$ cat config.mk
export PLATFORM = sky130hd
export DESIGN_NAME = ip_access_arbiter
export DESIGN_NICKNAME = d
export VERILOG_FILES = /design/src/rtl/ip_access_arbiter.sv
export SDC_FILE = /design/constraint.sdc
export NUM_CORES = 1
export LEC_CHECK = 0
export CORE_UTILIZATION = 46
export DETAILED_ROUTE_END_ITERATION = 8
export PLACE_DENSITY = 0.93
export SLEW_MARGIN = 40
export SYNTH_ARGS = -nofsm -noshare
export SYNTH_HDL_FRONTEND = slang
export SYNTH_SLANG_ARGS = --single-unit
export TNS_END_PERCENT = 10
$ cat constraint.sdc
create_clock -name clk -period 2.5 [get_ports clk]
set_input_delay 0.25 -clock clk [delete_from_list [all_inputs] [get_ports clk]]
set_output_delay 0.25 -clock clk [all_outputs]
set_load 0.05 [all_outputs]
$ cat src/rtl/ip_access_arbiter.sv
// Round-robin arbiter that shares one IP instance among NREQ requesters,
// running one request/response transaction at a time with a WAIT-state timeout.
//
// state | meaning
// IDLE  | scanning requests from rr_ptr, no transaction in flight
// ISSUE | ip_valid pulse with the latched payload on ip_data
// WAIT  | waiting for ip_done, timer counts WAIT cycles
// RESP  | resp_valid pulse to the granted requester
module ip_access_arbiter #(
    parameter int NREQ    = 4,
    parameter int DATA_W  = 8,
    parameter int TIMEOUT = 16
) (
    input  logic                      clk,
    input  logic                      rst,
    input  logic [NREQ-1:0]           req_valid,
    input  logic [NREQ*DATA_W-1:0]    req_data,
    output logic [NREQ-1:0]           req_ready,
    output logic [NREQ-1:0]           resp_valid,
    output logic [DATA_W-1:0]         resp_data,
    output logic                      resp_err,
    output logic [DATA_W-1:0]         ip_data,
    output logic                      ip_valid,
    input  logic                      ip_done,
    input  logic [DATA_W-1:0]         ip_result,
    output logic                      busy,
    output logic [$clog2(NREQ)-1:0]   grant_id
);

    localparam int GW = $clog2(NREQ);
    localparam int TW = $clog2(TIMEOUT);

    typedef enum logic [1:0] {
        ST_IDLE  = 2'd0,
        ST_ISSUE = 2'd1,
        ST_WAIT  = 2'd2,
        ST_RESP  = 2'd3
    } state_t;

    state_t          state;
    logic [GW-1:0]   rr_ptr;
    logic [TW-1:0]   timer;

    logic            scan_hit;
    logic [GW-1:0]   scan_idx;
    logic [GW-1:0]   scan_cand;
    logic [GW-1:0]   scan_next;
    logic [DATA_W-1:0] scan_payload;

    // Walk downwards so the lowest offset from rr_ptr is the last one to win.
    always_comb begin
        scan_hit  = 1'b0;
        scan_idx  = '0;
        scan_cand = '0;
        for (int i = NREQ - 1; i >= 0; i--) begin
            scan_cand = GW'((int'(rr_ptr) + i) % NREQ);
            if (req_valid[scan_cand]) begin
                scan_hit = 1'b1;
                scan_idx = scan_cand;
            end
        end
    end

    assign scan_next    = (scan_idx == GW'(NREQ - 1)) ? '0 : scan_idx + 1'b1;
    assign scan_payload = req_data[scan_idx*DATA_W +: DATA_W];

    always_ff @(posedge clk or posedge rst) begin
        if (rst) begin
            state      <= ST_IDLE;
            rr_ptr     <= '0;
            timer      <= '0;
            req_ready  <= '0;
            resp_valid <= '0;
            resp_data  <= '0;
            resp_err   <= 1'b0;
            ip_data    <= '0;
            ip_valid   <= 1'b0;
            busy       <= 1'b0;
            grant_id   <= '0;
        end else begin
            req_ready  <= '0;
            resp_valid <= '0;
            ip_valid   <= 1'b0;
            unique case (state)
                ST_IDLE: begin
                    if (scan_hit) begin
                        req_ready <= NREQ'(1) << scan_idx;
                        ip_data   <= scan_payload;
                        ip_valid  <= 1'b1;
                        grant_id  <= scan_idx;
                        rr_ptr    <= scan_next;
                        busy      <= 1'b1;
                        state     <= ST_ISSUE;
                    end
                end
                ST_ISSUE: begin
                    timer <= '0;
                    state <= ST_WAIT;
                end
                ST_WAIT: begin
                    // A late answer on the final WAIT cycle still counts as success.
                    if (ip_done) begin
                        resp_data  <= ip_result;
                        resp_err   <= 1'b0;
                        resp_valid <= NREQ'(1) << grant_id;
                        state      <= ST_RESP;
                    end else if (timer == TW'(TIMEOUT - 1)) begin
                        resp_err   <= 1'b1;
                        resp_valid <= NREQ'(1) << grant_id;
                        state      <= ST_RESP;
                    end else begin
                        timer <= timer + 1'b1;
                    end
                end
                ST_RESP: begin
                    busy  <= 1'b0;
                    state <= ST_IDLE;
                end
                default: state <= ST_IDLE;
            endcase
        end
    end

endmodule
==> impl_results.md, run 1 <==
* VDD IR max at 0.749 mV
* Row cnt at 22
* H-tree lvl count at 2
* Number of buffers created by CTS at 5
* Initial antenna violation count at 0
* DRC at 0
* Setup violations, final at 0
* Iter 0 DRT Violations at 84
* Critical Path Fanout Max at 9
* Reg2Reg Setup Slack at 0.65 ns
* Worst Setup Start Kind: input port
* Reg2Reg Launch Point: rr_ptr[0]$_DFFE_PP0P_
* Vias after detailed routing at between 1500 and 2000
* Max cap viols at 0
* Post-DP HPWL at 3120 microns
* Core area at 0.00377 sq mm
* CTS Root Cell: clkbuf_8
* Slew headroom at 64.8%
* Setup crit end kind: register
* Die width at 65.5 microns
* Vias per cell at between 5 and 6
* Setup Fix Bufs, Post-CTS at 0
* Unrepaired setup endpoints after global routing: false
* Hold Slack at 0.376 ns
* Largest net degree at the start of global routing at 38
* Starting Density at 49.2%
* Crit path DAT at 2.15 ns
* Final ANT Viol Nets at 0
* Number of flops mapped to enable cells by yosys at 0
* Synth top cells by count: dfrtp_1 (37), nand2_1 (16), nor3b_1 (10), o21ai_0 (9)
* Longest Clk Path Bufs at 2
* Die Ht at roughly 65 microns
* Layout Skew at 0.00642 ns
* Syn Inst Count at around 170
* Port Buf Inserts at 75
* Post-synth net total at 221
* Critical Path RT at 2.69 ns
* Clock latency on the worst-skew pair at 0.28 ns
* ANT cells at 0
* Post-CTS resize count at 0
* Synth top area share at 49.9%
* Clock Sink Count at 37
* Reg2Reg Depth at 6
* Top-count cell post-synth: dfrtp_1
* CTS clk-pin slew, worst paths at 0.07 ns
* Global-route wire length before repair at around 7000 microns
* IO Count at 76
* Async S/R FF share, synth at 100%
* Pwr Density at 1260 mW/mm^2
* Ys flop type: dfrtp_1
* Status: complete, no violations
* Slew @ Worst Pin at 0.527 ns
* RePlAce Congestion at 0.749
* Post-Syn Area per Cell at 11.1 sq um
* #FFs+latches synth at 37
* Mapped cell area at between 0.0015 and 0.002 sq mm
* R2r endpoint: ip_data[3]$_DFFE_PP0P_
* Fmax at 508 MHz
* Number of filler cells placed in the layout at 276
* Share of layout cells above drive strength 1 at 12.0%
* Worst setup path category: in -> reg
* CTS tree: yes
* Fin. Hold Viols at 0
* CTS Hold Buffers Added at 0
* Area leader, netlist: dfrtp_1
* Global route total overflow at 0
* Vias in the first global route at 1592
* Full die area at 0.00429 sq mm
* Post-detailed-routing wire length at 4110 microns
* Drt pass-1 iters at 4
* Static leakage at 1.20 nW
* Area contributors post-synth: dfrtp_1 (50%), mux2_2 (4.9%), ha_1 (4.7%)
* WL per Instance at 13.8 microns
* Hold Crit Class: in -> async
* Tmin final at 1.97 ns
* YS warnings at 0
* Final nets at 304
* GR Util All Layers at 21.2%
* Slew Viols, Final at 0
* Period utilisation layout at around 79%
* Area Growth Syn to Fin at 49.2%
* Yosys cell types at between 40 and 50
* Seq/Total Area, Yosys at 49.9%
* Fin Setup TNS at 0 ns
[cell usage in the layout, fill, tap and decap left out, types with 3 or more instances in the layout]
cell and n:
a211oi_1 8, nand2_1 16, ha_1 7, dfrtp_1 37
clkbuf_8 6, clkdlybuf4s50_1 75, buf_4 7, o21ai_0 9
nor2b_1 4, a21oi_1 3, mux2i_1 7, mux2_2 8
inv_1 6, nor2_1 3, o22ai_1 7, nor3b_1 10
o21ai_1 3, nor3_1 3
[metrics by stage]
stage / setup slack (ns) / cell area (sq um) / std cells / power [mW] / util, %
finish: 0.532 / 2770 / 298 / 3.47 / 73.4
global route: 0.461 / 2770 / 298 / 3.69 / 73.4
CTS: 0.527 / 2770 / 298 / 3.49 / 73.4
detailed placement: 0.229 / 2680 / 291 / 3.08 / 71.1
global placement: 0.323 / 2680 / 291 / 3.03 / 71.1
floorplan: 0.799 / 1850 / 167 / 2.43 / -
[report_power, final]
group          switching [mW]  total (mW)  internal [mW]
Clock                   0.189       0.408          0.219
Sequential              0.159        1.01          0.846
Combinational            1.27        2.06          0.786
[worst max path at each step]
stage	startpoint	endpoint	slack, ns	depth (start not counted)
2_1_floorplan	rr_ptr[0]$_DFFE_PP0P_	rr_ptr[1]$_DFFE_PP0P_	0.80	7
3_3_place_gp	req_valid[2]	ip_data[3]$_DFFE_PP0P_	0.32	7
3_5_place_dp	req_valid[2]	ip_data[3]$_DFFE_PP0P_	0.23	7
4_1_cts	req_valid[2]	ip_data[3]$_DFFE_PP0P_	0.53	7
5_1_grt	req_valid[2]	ip_data[3]$_DFFE_PP0P_	0.46	7
6_report	req_valid[2]	ip_data[3]$_DFFE_PP0P_	0.53	7
[layer usage]
metal / up-vias / share of wire [%] / track usage [%]
li1: 769 / - / -
met1: 738 / 43 / 25.1
met2: 66 / 49 / 37.8
met3: 5 / 7.6 / 5.56
met4: 0 / 0.88 / 5.71
met5: - / 0 / 0
[cells by family after synthesis]
logic type,count (synthesis),share of synthesized area (%)
buffers and inverters,14,3.64
xor gates and xnor gates,2,0.945
adders and majority gates,7,4.72
DFF,37,49.9
AOI/OAI and AO/OA,41,14.8
and+or+nand+nor,51,17.3
muxes,15,8.64
[sequential cells by signal, indices dropped and copies added, names as in the netlist]
| name | flops |
|---|---|
| resp_valid | 4 |
| rr_ptr | 2 |
| busy | 1 |
| grant_id | 2 |
| resp_data | 8 |
| timer | 4 |
| resp_err | 1 |
| ip_data | 8 |
| state | 2 |
| req_ready | 4 |
| ip_valid | 1 |
[critical path, stage by stage]
cell	delay (ns)
clkdlybuf4s50_1	0.51
nor2b_1	0.36
nor4b_4	0.09
buf_4	0.18
or3b_2	0.46
o211a_1	0.12
o31ai_1	0.19
[layout make-up]
| class | instances | area [sq um] | share of cell area [%] |
|---|---|---|---|
| timing repair buffer | 82 | 803 | 29.0 |
| multi-input combinational | 116 | 861 | 31.1 |
| clock buffer | 7 | 86.3 | 3.12 |
| sequential | 37 | 926 | 33.5 |
| inverter | 8 | 30.0 | 1.09 |
| tap | 48 | 60.1 | 2.17 |
Power figures use the tool's default switching activity.
==> run 2, diff against run 1 <==
--- a/config.mk
+++ b/config.mk
@@ -5,9 +5,9 @@
 export SDC_FILE = /design/constraint.sdc
 export NUM_CORES = 1
 export LEC_CHECK = 0
-export CORE_UTILIZATION = 46
+export CORE_UTILIZATION = 43
 export DETAILED_ROUTE_END_ITERATION = 8
-export PLACE_DENSITY = 0.93
+export PLACE_DENSITY = 0.88
 export SLEW_MARGIN = 40
 export SYNTH_ARGS = -nofsm -noshare
 export SYNTH_HDL_FRONTEND = slang
==> constraint.sdc (replaced) <==
create_clock -name clk -period 1.95 [get_ports clk]
set_input_delay 0.195 -clock clk [delete_from_list [all_inputs] [get_ports clk]]
set_output_delay 0.195 -clock clk [all_outputs]
set_load 0.05 [all_outputs]
==> run 2 against run 1 <==
Against the previous run:
- clock skew rose by 0.0020 ns
- core utilization decreased by 2.6 points
- count of clock-buffer cells in the layout is 1 lower
- sequential share of layout area down 1.2 points
- non-clock buffer count grew 9
- sequential power up 27%
- worst hold slack got worse by 0.071 ns
- final area is 3.8% higher
- cell count up 4.0%
- global-route usage down 1.1 points
- register-to-register slack got worse by 0.41 ns
- critical path depth increased by 2
- critical endpoint is now rr_ptr[1]$_DFFE_PP0P_
- largest power group unchanged
- highest routed layer unchanged
==> impl_results.md, run 2 (synthesized netlist as in run 1, its figures left out) <==
* Most common cell after layout, fill and taps aside: clkdlybuf4s50_1
* Starting Density at 45.7%
* Final instance area at 0.00287 sq mm
* RePlAce Congestion at 0.816
* Post-DP HPWL at roughly 3200 microns
* GRT busiest layer: met2
* M3 GR Usage at under 10%
* Crit path DAT at 1.95 ns
* Global-route wire length before repair at 6820 microns
* Vias per cell at 5.29
* Final nets at approximately 310
* GR Util All Layers at 20.1%
* Slew headroom at between 60% and 70%
* Biggest regs: ip_data x8, resp_data x8
* Post-DP Area at 0.00275 sq mm
* Clock Sink Count at 37
* Layout Skew at 0.00844 ns
* IO Count at 76
* Slew @ Worst Pin at 0.519 ns
* VDD IR max at ~0.90 mV
* ANT cells at 0
* Most frequent cells in the layout: clkdlybuf4s50_1 (75), dfrtp_1 (37), nand2_1 (16), buf_4 (16), nor3b_1 (10)
* Full die area at between 0.004 and 0.005 sq mm
* Final ANT Viol Nets at 0
* Pwr Density at between 1500 and 2000 mW/mm^2
* Slowest stage delay, CP at around 0.46 ns
* Met2 track demand over resource at 36.5%
* Die width at 67.7 microns
* CP max-delay cell: clkdlybuf4s50_1
* Core area at between 0.004 and 0.005 sq mm
* Fmax at 567 MHz
* CP Cell Sequence: clkdlybuf4s50_1, buf_4, nor2b_1, nor4b_4, or2_1, buf_4, ha_1, nand2_1, nand2_1
* Setup crit end kind: register
* Static leakage at 1.26 nW
* DRC at 0
* Tmin final at 1.76 ns
* Fin. Hold Viols at 0
* Critical path's top delay family: buffers and inverters
* Die Ht at approximately 68 microns
* Max cap viols at 0
* Slew Viols, Final at 0
* Global route total overflow at 0
* Layout Cells excl Fill at 310
* Initial antenna violation count at 0
* Unrepaired setup endpoints after global routing: false
* M1 GR Usage at 22.5%
* Iter 0 DRT Violations at 79
* Number of buffers created by CTS at 5
* Clock latency on the worst-skew pair at 0.29 ns
* Port Buf Inserts at between 70 and 80
* Hold Crit Class: in -> async
* Placed insts at slightly above 300
* WL per Instance at 13.6 microns
* Worst Setup Start Kind: input port
* Area Growth Syn to Fin at 54.9%
* CTS tree: yes
* Critical Path RT at 2.13 ns
* Critical Path Fanout Max at 11
* CTS clk-pin slew, worst paths at 0.08 ns
* Status: complete, no violations
* Vias after detailed routing at 1641
* Setup violations, final at 0
* Worst setup path category: in -> reg
* Post-detailed-routing wire length at 4230 microns
* Longest Clk Path Bufs at 2
* Row cnt at 23
* Setup Fix Bufs, Post-CTS at 0
* Period utilisation layout at 90.5%
* H-tree lvl count at 2
* Drt pass-1 iters at 4
* Buf/Inv on CP at 3
* Vias in the first global route at 1590
* Largest net degree at the start of global routing at 38
* CTS Root Cell: clkbuf_8
* Share of layout cells above drive strength 1 at 16.2%
[run 2: cell types whose count changed in the layout (fill, tap and decap cells not counted)]
cell,before,now
buf_4,7,16
nor2b_2,0,1
bufinv_16,0,1
clkinvlp_4,0,1
clkbuf_1,1,0
nor2b_1,4,3
[run 2: cell type report]
class	instances	area [sq um]
multi-input cells	116	863
flip-flops and latches	37	926
clock inverters	2	37.5
well taps	50	62.6
inverters	8	30.0
clock buffers	6	82.6
fillers	302	1180
repair buffers	91	871
[run 2: layer usage]
layer  part of all wire (%)  vias to the layer above  wire length, microns
li1                       -                      796                     -
met1                     40                      778                  1700
met2                     51                       61                  2150
met3                    8.1                        6                   341
met4                   0.87                        0                    37
met5                      0                        -                     0
[run 2: timing repair]
item | CTS | global route
hold endpoints to repair | 0 | 0
hold buffers | 0 | 0
resized for setup | 0 | 1
endpoints found under the setup margin | 0 | 1
[run 2: final timing paths]
| kind | startpoint | to | slack, ns | depth (start not counted) |
|---|---|---|---|---|
| worst max register to register | rr_ptr[0]$_DFFE_PP0P_ | ip_data[3]$_DFFE_PP0P_ | 0.24 | 6 |
| min in group clk | ip_data[3]$_DFFE_PP0P_ | ip_data[3]$_DFFE_PP0P_ | 0.49 | 2 |
| max in group asynchronous | rst | resp_data[3]$_DFFE_PP0P_ | 1.32 | 3 |
| worst min-delay path | rst | ip_valid$_DFF_PP0_ | 0.30 | 3 |
| worst max-delay path | req_valid[3] | rr_ptr[1]$_DFFE_PP0P_ | 0.19 | 9 |
| worst min register to register | ip_data[3]$_DFFE_PP0P_ | ip_data[3]$_DFFE_PP0P_ | 0.49 | 2 |
[run 2: worst register-to-register path: cells and delay by family, from the launching register on]
family / cells / cell delay (ns)
AOI/OAI and AO/OA: 2 / 0.31
and+or+nand+nor: 3 / 0.76
DFF: 1 / 0.42
buffers and inverters: 1 / 0.14
[run 2: per-stage QoR]
step	worst slack, ns	utilization (%)	power, mW	TNS [ns]	hold WS, ns
after floorplan	0.249	-	3.11	0	0.286
after global placement	-0.120	67.8	3.95	-1.00	0.477
after detailed placement	-0.193	67.8	4.02	-1.62	0.471
after CTS	0.110	70.7	4.72	0	0.329
after global routing	0.0532	70.8	4.98	0	0.373
final	0.186	70.8	4.70	0	0.305
[run 2: power breakdown]
group,total (mW),switching (mW),internal (mW)
clock network,0.693,0.278,0.416
registers,1.28,0.200,1.08
logic,2.72,1.66,1.06
